**config.mk**
```make
export PLATFORM = sky130hd
export DESIGN_NAME = pipelined_adder
export DESIGN_NICKNAME = d
export VERILOG_FILES = /design/src/rtl/adder_pkg.sv /design/src/rtl/adder_slice.sv /design/src/rtl/pipelined_adder.sv
export SDC_FILE = /design/constraint.sdc
export NUM_CORES = 1
export LEC_CHECK = 0
export CAP_MARGIN = 20
export CORE_ASPECT_RATIO = 1.75
export CORE_MARGIN = 5
export CORE_UTILIZATION = 52
export CTS_BUF_LIST = sky130_fd_sc_hd__clkbuf_2 sky130_fd_sc_hd__clkbuf_4 sky130_fd_sc_hd__clkbuf_8
export DETAILED_ROUTE_END_ITERATION = 8
export GPL_ROUTABILITY_DRIVEN = 0
export PLACE_DENSITY = 0.83
export SLEW_MARGIN = 10
export SYNTH_ARGS = -nofsm -noshare
export SYNTH_HDL_FRONTEND = slang
export SYNTH_HIERARCHICAL = 1
export SYNTH_SLANG_ARGS = --single-unit
export TNS_END_PERCENT = 20
```
**constraint.sdc**
```tcl
create_clock -name clk -period 5.9 [get_ports clk]
set_input_delay 1.475 -clock clk [delete_from_list [all_inputs] [get_ports clk]]
set_output_delay 1.475 -clock clk [all_outputs]
set_load 0.02 [all_outputs]
```
**src/rtl/adder_pkg.sv**
```systemverilog
// rtl/adder_pkg.sv - shared add/subtract mode constants and signed-overflow helper
package adder_pkg;

    localparam logic MODE_ADD = 1'b0;
    localparam logic MODE_SUB = 1'b1;

    // Overflow occurs when both addends share a sign and the result sign differs from it.
    function automatic logic signed_ovf(input logic a_msb, input logic b_msb, input logic s_msb);
        return (a_msb == b_msb) && (s_msb != a_msb);
    endfunction

endpackage

```
**src/rtl/adder_slice.sv**
```systemverilog
// rtl/adder_slice.sv - combinational W-bit ripple-carry adder slice
module adder_slice #(
    parameter int W = 8
) (
    input  logic [W-1:0] a,
    input  logic [W-1:0] b,
    input  logic         cin,
    output logic [W-1:0] sum,
    output logic         cout
);

    logic [W:0] w_carry;

    always_comb begin
        w_carry    = '0;
        sum        = '0;
        w_carry[0] = cin;
        for (int i = 0; i < W; i++) begin
            sum[i]         = a[i] ^ b[i] ^ w_carry[i];
            w_carry[i + 1] = (a[i] & b[i]) | (w_carry[i] & (a[i] ^ b[i]));
        end
    end

    assign cout = w_carry[W];

endmodule

```
**src/rtl/pipelined_adder.sv**
```systemverilog
// rtl/pipelined_adder.sv - WIDTH-bit add/subtract with the carry chain split across STAGES registered slices
module pipelined_adder
    import adder_pkg::*;
#(
    parameter int WIDTH  = 32,
    parameter int STAGES = 4
) (
    input  logic             clk,
    input  logic             rst_n,
    input  logic             in_valid,
    output logic             in_ready,
    input  logic [WIDTH-1:0] a,
    input  logic [WIDTH-1:0] b,
    input  logic             cin,
    input  logic             sub,
    output logic             out_valid,
    input  logic             out_ready,
    output logic [WIDTH-1:0] sum,
    output logic             cout,
    output logic             ovf
);

    localparam int CHUNK = WIDTH / STAGES;
    localparam logic [WIDTH-1:0] LOW_MASK = (WIDTH'(1) << CHUNK) - WIDTH'(1);

    if (STAGES < 1 || STAGES > WIDTH) begin : g_bad_stages
        $error("pipelined_adder: STAGES must be within 1..WIDTH");
    end
    if (WIDTH % STAGES != 0) begin : g_bad_width
        $error("pipelined_adder: WIDTH must be an exact multiple of STAGES");
    end

    logic [WIDTH-1:0] r_a     [STAGES];
    logic [WIDTH-1:0] r_b     [STAGES];
    logic [WIDTH-1:0] r_sum   [STAGES];
    logic             r_carry [STAGES];
    logic [STAGES-1:0] r_valid;
    logic             r_ovf;

    logic [WIDTH-1:0] w_a_in       [STAGES];
    logic [WIDTH-1:0] w_b_in       [STAGES];
    logic [WIDTH-1:0] w_sum_in     [STAGES];
    logic             w_c_in       [STAGES];
    logic [CHUNK-1:0] w_slice_sum  [STAGES];
    logic             w_slice_cout [STAGES];
    logic [WIDTH-1:0] w_sum_next   [STAGES];
    logic [STAGES-1:0] w_v_in;
    logic             w_adv;

    // One global advance: the whole pipe moves unless a held result is being refused.
    assign w_adv    = !r_valid[STAGES-1] || out_ready;
    assign in_ready = w_adv;

    for (genvar k = 0; k < STAGES; k++) begin : g_stage
        localparam logic [WIDTH-1:0] SLICE_MASK = LOW_MASK << (k * CHUNK);

        if (k == 0) begin : g_entry
            // Subtract is folded in here so later stages only ever add.
            assign w_a_in[0]   = a;
            assign w_b_in[0]   = (sub == MODE_SUB) ? ~b : b;
            assign w_c_in[0]   = (sub == MODE_SUB) ? 1'b1 : cin;
            assign w_sum_in[0] = '0;
            assign w_v_in[0]   = in_valid;
        end else begin : g_chain
            assign w_a_in[k]   = r_a[k-1];
            assign w_b_in[k]   = r_b[k-1];
            assign w_c_in[k]   = r_carry[k-1];
            assign w_sum_in[k] = r_sum[k-1];
            assign w_v_in[k]   = r_valid[k-1];
        end

        adder_slice #(
            .W(CHUNK)
        ) u_slice (
            .a   (w_a_in[k][k*CHUNK +: CHUNK]),
            .b   (w_b_in[k][k*CHUNK +: CHUNK]),
            .cin (w_c_in[k]),
            .sum (w_slice_sum[k]),
            .cout(w_slice_cout[k])
        );

        assign w_sum_next[k] = (w_sum_in[k] & ~SLICE_MASK)
                             | (WIDTH'(w_slice_sum[k]) << (k * CHUNK));
    end

    always_ff @(posedge clk) begin
        if (!rst_n) begin
            r_valid <= '0;
            r_ovf   <= 1'b0;
            for (int k = 0; k < STAGES; k++) begin
                r_a[k]     <= '0;
                r_b[k]     <= '0;
                r_sum[k]   <= '0;
                r_carry[k] <= 1'b0;
            end
        end else if (w_adv) begin
            r_valid <= w_v_in;
            r_ovf   <= signed_ovf(w_a_in[STAGES-1][WIDTH-1],
                                  w_b_in[STAGES-1][WIDTH-1],
                                  w_sum_next[STAGES-1][WIDTH-1]);
            for (int k = 0; k < STAGES; k++) begin
                r_a[k]     <= w_a_in[k];
                r_b[k]     <= w_b_in[k];
                r_sum[k]   <= w_sum_next[k];
                r_carry[k] <= w_slice_cout[k];
            end
        end
    end

    assign out_valid = r_valid[STAGES-1];
    assign sum       = r_sum[STAGES-1];
    assign cout      = r_carry[STAGES-1];
    assign ovf       = r_ovf;

endmodule

```
**Yosys cells after proc, flatten, opt, wreduce, memory -nomap -nowiden**

Memories as Yosys holds them, arrays and structs flattened.
Cells that the tools add are included.

- Register bits after elaboration: 5
- Bits of input ports: 70
- Memory bits (writable): 388
- Logic and storage cells: 213
- Output and inout port bits: 36
- Memories: 4

Memory list:

| memory | depth | width | read ports | clocked after memory_dff | wr ports | line | text |
|---|---|---|---|---|---|---|---|
| r_a | 4 | 32 | 3 | 0 | 4 | pipelined_adder.sv:33 | `logic [WIDTH-1:0] r_a [STAGES];` |
| r_b | 4 | 32 | 3 | 0 | 4 | pipelined_adder.sv:34 | `logic [WIDTH-1:0] r_b [STAGES];` |
| r_sum | 4 | 32 | 4 | 0 | 4 | pipelined_adder.sv:35 | `logic [WIDTH-1:0] r_sum [STAGES];` |
| r_carry | 4 | 1 | 4 | 0 | 4 | pipelined_adder.sv:36 | `logic r_carry [STAGES];` |

- Equal/unequal tests: 2
- Reduce and logical (&&, ||, !) cells: 3
- Bitwise logic cells: 180
- Muxes and demuxes: 22

Operator list:

| kind | count |
|---|---|
| 2-to-1 mux 32 bit | 13 |
| bitwise AND 1 bit | 64 |
| bitwise XOR 1 bit | 64 |
| OR 1 bit | 48 |
| inverter 32 bit | 1 |
| OR 24 x 32 -> 32 bit | 1 |
| OR 32 x 16 -> 32 bit | 1 |
| OR 32 x 24 -> 32 bit | 1 |
| 2-to-1 mux 1 bit | 9 |
| == test 1 bit | 1 |
| logical AND 1 bit | 1 |
| zero test 1 bit | 1 |
| logical OR 1 bit | 1 |
| inequality test 1 bit | 1 |

**Depth between registers and ports, before layout**

- Word-level depth: 20
- Mapped depth: 17

**By module**

Netlist, hierarchy kept.

By module, submodules not included:

| module | cells an instance | times used | area each (um2) |
|---|---|---|---|
| pipelined_adder | 465 | 1 | 7220.7 |
| adder_slice | 18 | 4 | 197.7 |

**Worst setup path after synthesis**

OpenSTA, ideal clock, no wires.

- Path kind: input to register
- Start point: input rst_n
- End point: memory r_a[0][10] (enable)
- Arrival: 4720 ps
- Path buffers: 2
- Slack: -256 ps
- Stages on the path: 3
- Path through: buf_4 -> clkbuf_1 -> nand2_1

RTL lines:

| element | line | text |
|---|---|---|
| start, declared | pipelined_adder.sv:9 | `input logic rst_n,` |
| end, declared | pipelined_adder.sv:33 |  |

==> flow_metrics.tcl <==
set metrics [dict create \
    top_reg_cell_synth "edfxtp_1" \
    totalWireLength_microns 12400 \
    yosysMostFrequentCell "edfxtp_1" \
    synth_cells 537 \
    slew_violations 0 \
    seq_power_share_pct 60.5 \
    drive_above_1_share_pct 7.05 \
    yosys_register_bits 185 \
    finalWorstPathRequiredPeriod_ns 5.10 \
    start_kind "input port" \
    post_cts_setup_buffers 0 \
    clock-skew-final_ns 0.0128 \
    postPlaceCellArea_sq_um 9090 \
    synth-adder-area-share_pct 8.00 \
    synth_cell_type_count 23 \
    effective_utilization_at_floorplan_pct 52.6 \
    outcome "finished clean" \
    detailed_place_hpwl_microns 8150 \
    end_kind "flip-flop" \
    number_of_placed_instances_taps_included 791 \
    ys_top_cells_by_area "edfxtp_1 66%, and3_1 12%, fa_1 8.0%" \
    mappedNetlistNets 639 \
    cts_root_buf "clkbuf_8" \
    floorplan.rows 60 \
    synth_mux_area_share_pct 0 \
    cts_made_buffers 17 \
    synth_top_area_share_pct 66.3 \
    port_buffers 105 \
    htreeDepth 4 \
    r2r_cells 15 \
    clk_pin_slew_worst_paths_ns 0.10 \
    fin_crit_sh_pct 86.5 \
    yosys-top-cells-count "177 x edfxtp_1, 153 x and3_1, 40 x inv_1" \
    design.core.area_sq_um 15200 \
    synth_top_family_by_area "simple AND/OR/NAND/NOR gates" \
    synth_compound_gate_area_share_pct 0.843 \
    setup_violations 0 \
    layout.cells.non_filler 826 \
    first_pass_iters 4 \
    power.leakage_nw 4.28 \
    yosys.area_share.simple_pct 14.2 \
    power-per-cell-area_nw_per_um2 272 \
    post_cts_resize_count 0 \
    critical_path.reg2reg.endpoint "ovf" \
    num_vias 4229 \
    finish.instance_area_sq_um 9490 \
    overflow 0 \
    grt_start_max_net_pins 163 \
    synthArstFlopShare_pct 0 \
    fillerInstances 1136 \
    max_capacitance_violation_count 0 \
    synth-warning-count 6 \
    ff_latch_area_sq_um 5480 \
    hold_fails_final_rpt 0 \
    clk_latency_ns 0.46 \
    synth_area_per_cell_sq_um 14.9 \
    worstPathRequired_ns 6.23 \
    worst_slew_pin_slew_ns 0.956 \
    worst-r2r-setup-slack_ns 1.67 \
    dieWidth_microns 104 \
    setup_crit_path_kind "in -> reg" \
    timing.slew.headroom_pct 36.3 \
    synth_enable_flop_cells 177 \
    cts.sinks 185 \
    clock_tree.buffer_depth 2 \
    drc 0 \
    synth-seq-area-share_pct 68.3 \
    synthXorXnorAreaFrac_pct 3.50 \
    yosys.area.top_type "edfxtp_1" \
    routedWlPerCell_microns 15.0 \
    cp.arrival_ns 5.43 \
    design.die.area_sq_um 18100 \
    power_frac_clock_pct 30.0 \
    first_pass_grt_wire_length_microns 20600 \
    finish.net_count 727 \
    cts.hold.buffers_added 0 \
    worstHoldStart "r_valid[0]" \
    clock_tree_from_tritoncts "yes" \
    holdPathStages 2 \
    gate_power_share_pct 9.5 \
    setup_slack_ns 0.799 \
    first_global_vias 4278 \
    worstPathMaxFanout 1 \
    rsz_0062_raised_after_global_routing "no" \
    via_per_inst 5.12 \
    clock.fmax_mhz 196 \
    initial_antenna_violation_count 0 \
    cell_internal_pwr_w 0.00198 \
    multiInputGateArea_sq_um 2140 \
    route.antenna.remaining_nets 0 \
    io_pins 106 \
    dpl_worst_slack_ns 0.328 \
    power.switching_w 0.000605 \
    floorplan.die.height_microns 174 \
    worst_ir_drop_vdd_mv 0.169 \
    netlist_area_sq_um 8010 \
    hold_path.class "reg -> reg" \
    track_usage_pct 14.2 \
    final.setup.tns_ns 0 \
    switching_share_pct 23.4 \
    r2r-start "r_a[0][88]" \
    area_growth_syn_to_layout_pct 18.4 \
    first_iter_violations 261 \
    timing.hold.worst_endpoint "r_valid[0]" \
]
==> cell families (layout without fill, tap and decap cells) <==
logic type      after synthesis  in the layout
other cells                   0              2
xor+xnor                     32             32
buf+inv                      83            184
flops                       185            185
compound gates               10             10
fa+ha+maj                    32             32
simple gates                195            195
==> critical path: stages <==
cell and delay, ns:
clkdlybuf4s50_1 0.39, or2_2 0.28, fa_1 0.37, inv_1 0.07, fa_1 0.18, inv_1 0.05
fa_1 0.37, fa_1 0.39, fa_1 0.39, fa_1 0.40, fa_1 0.37, inv_1 0.08
fa_1 0.42, inv_1 0.06, and3_1 0.13
==> routing by layer <==
layer  vias up  part of all wire (%)  GRT usage (%)  routed length (microns)
met1      2015                    38           17.0                     4730
met2       118                    53           24.3                     6610
met3        22                   6.5           4.01                      804
met5         -                     0              0                        0
met4         0                   2.3           5.56                      280
li1       2074                     -              -                        -
==> power by group through the flow <==
stage	logic, W	clock network, W	registers, W
CTS	0.000248	0.000791	0.00156
finish	0.000247	0.000774	0.00156
global route	0.000276	0.000852	0.00157
floorplan	0.000127	0	0.00160
global placement	0.000233	0	0.00159
detailed placement	0.000247	0	0.00159
==> final cells by class <==
| class | count | share of cell area, % |
|---|---|---|
| Antenna cell | 2 | 0.0527 |
| Clock buffer | 17 | 2.47 |
| Clock inverter | 15 | 1.42 |
| Inverter | 41 | 1.67 |
| Multi-Input combinational cell | 269 | 22.5 |
| Sequential cell | 185 | 57.7 |
| Tap cell | 186 | 2.45 |
| Timing Repair Buffer | 111 | 11.7 |
==> flip-flops by register name, summed over array words and instances (netlist names) <==
name	count
ovf	1
r_a	48
r_b	48
r_carry	4
r_sum	80
r_valid	4
==> per-stage QoR <==
| step | utilization, % | power (W) | hold WS, ns |
|---|---|---|---|
| 3_5_place_dp | 59.6 | 0.00184 | 0.474 |
| 3_3_place_gp | 59.6 | 0.00182 | 0.457 |
| 2_1_floorplan | - | 0.00173 | 0.440 |
| 6_report | 62.3 | 0.00258 | 0.487 |
| 4_1_cts | 62.1 | 0.00260 | 0.493 |
| 5_1_grt | 62.2 | 0.00270 | 0.506 |
==> how the worst max path moves through the flow <==
stage / start / endpoint / slack [ns]
floorplan: sub / r_sum[0][7] / 0.54
global placement: cin / r_sum[0][7] / 0.42
detailed placement: cin / r_sum[0][7] / 0.33
CTS: cin / r_sum[0][7] / 0.83
global route: cin / r_sum[0][7] / 0.73
finish: cin / r_sum[0][7] / 0.80
==> cell usage in the layout, fill, tap and decap left out <==
master	Yosys	layout
edfxtp_1	177	177
and3_1	153	153
clkdlybuf4s50_1	0	103
inv_1	40	40
fa_1	32	32
nor2_1	25	25
xnor2_1	24	24
clkbuf_8	0	17
nand2_1	13	12
xor2_1	8	8
dfxtp_1	8	8
a21boi_0	6	6
buf_4	3	6
clkinvlp_4	0	5
inv_6	1	4
inv_8	0	4
clkinv_4	0	3
diode_2	0	2
a21oi_1	2	2
nor2b_4	1	1
or2_2	1	1
nand2_8	0	1
nand2_2	1	1
o21a_1	1	1
and3b_1	1	1
o21ai_0	1	1
buf_2	5	1
buf_16	0	1
Note: power is estimated with default switching activity, not from simulation.
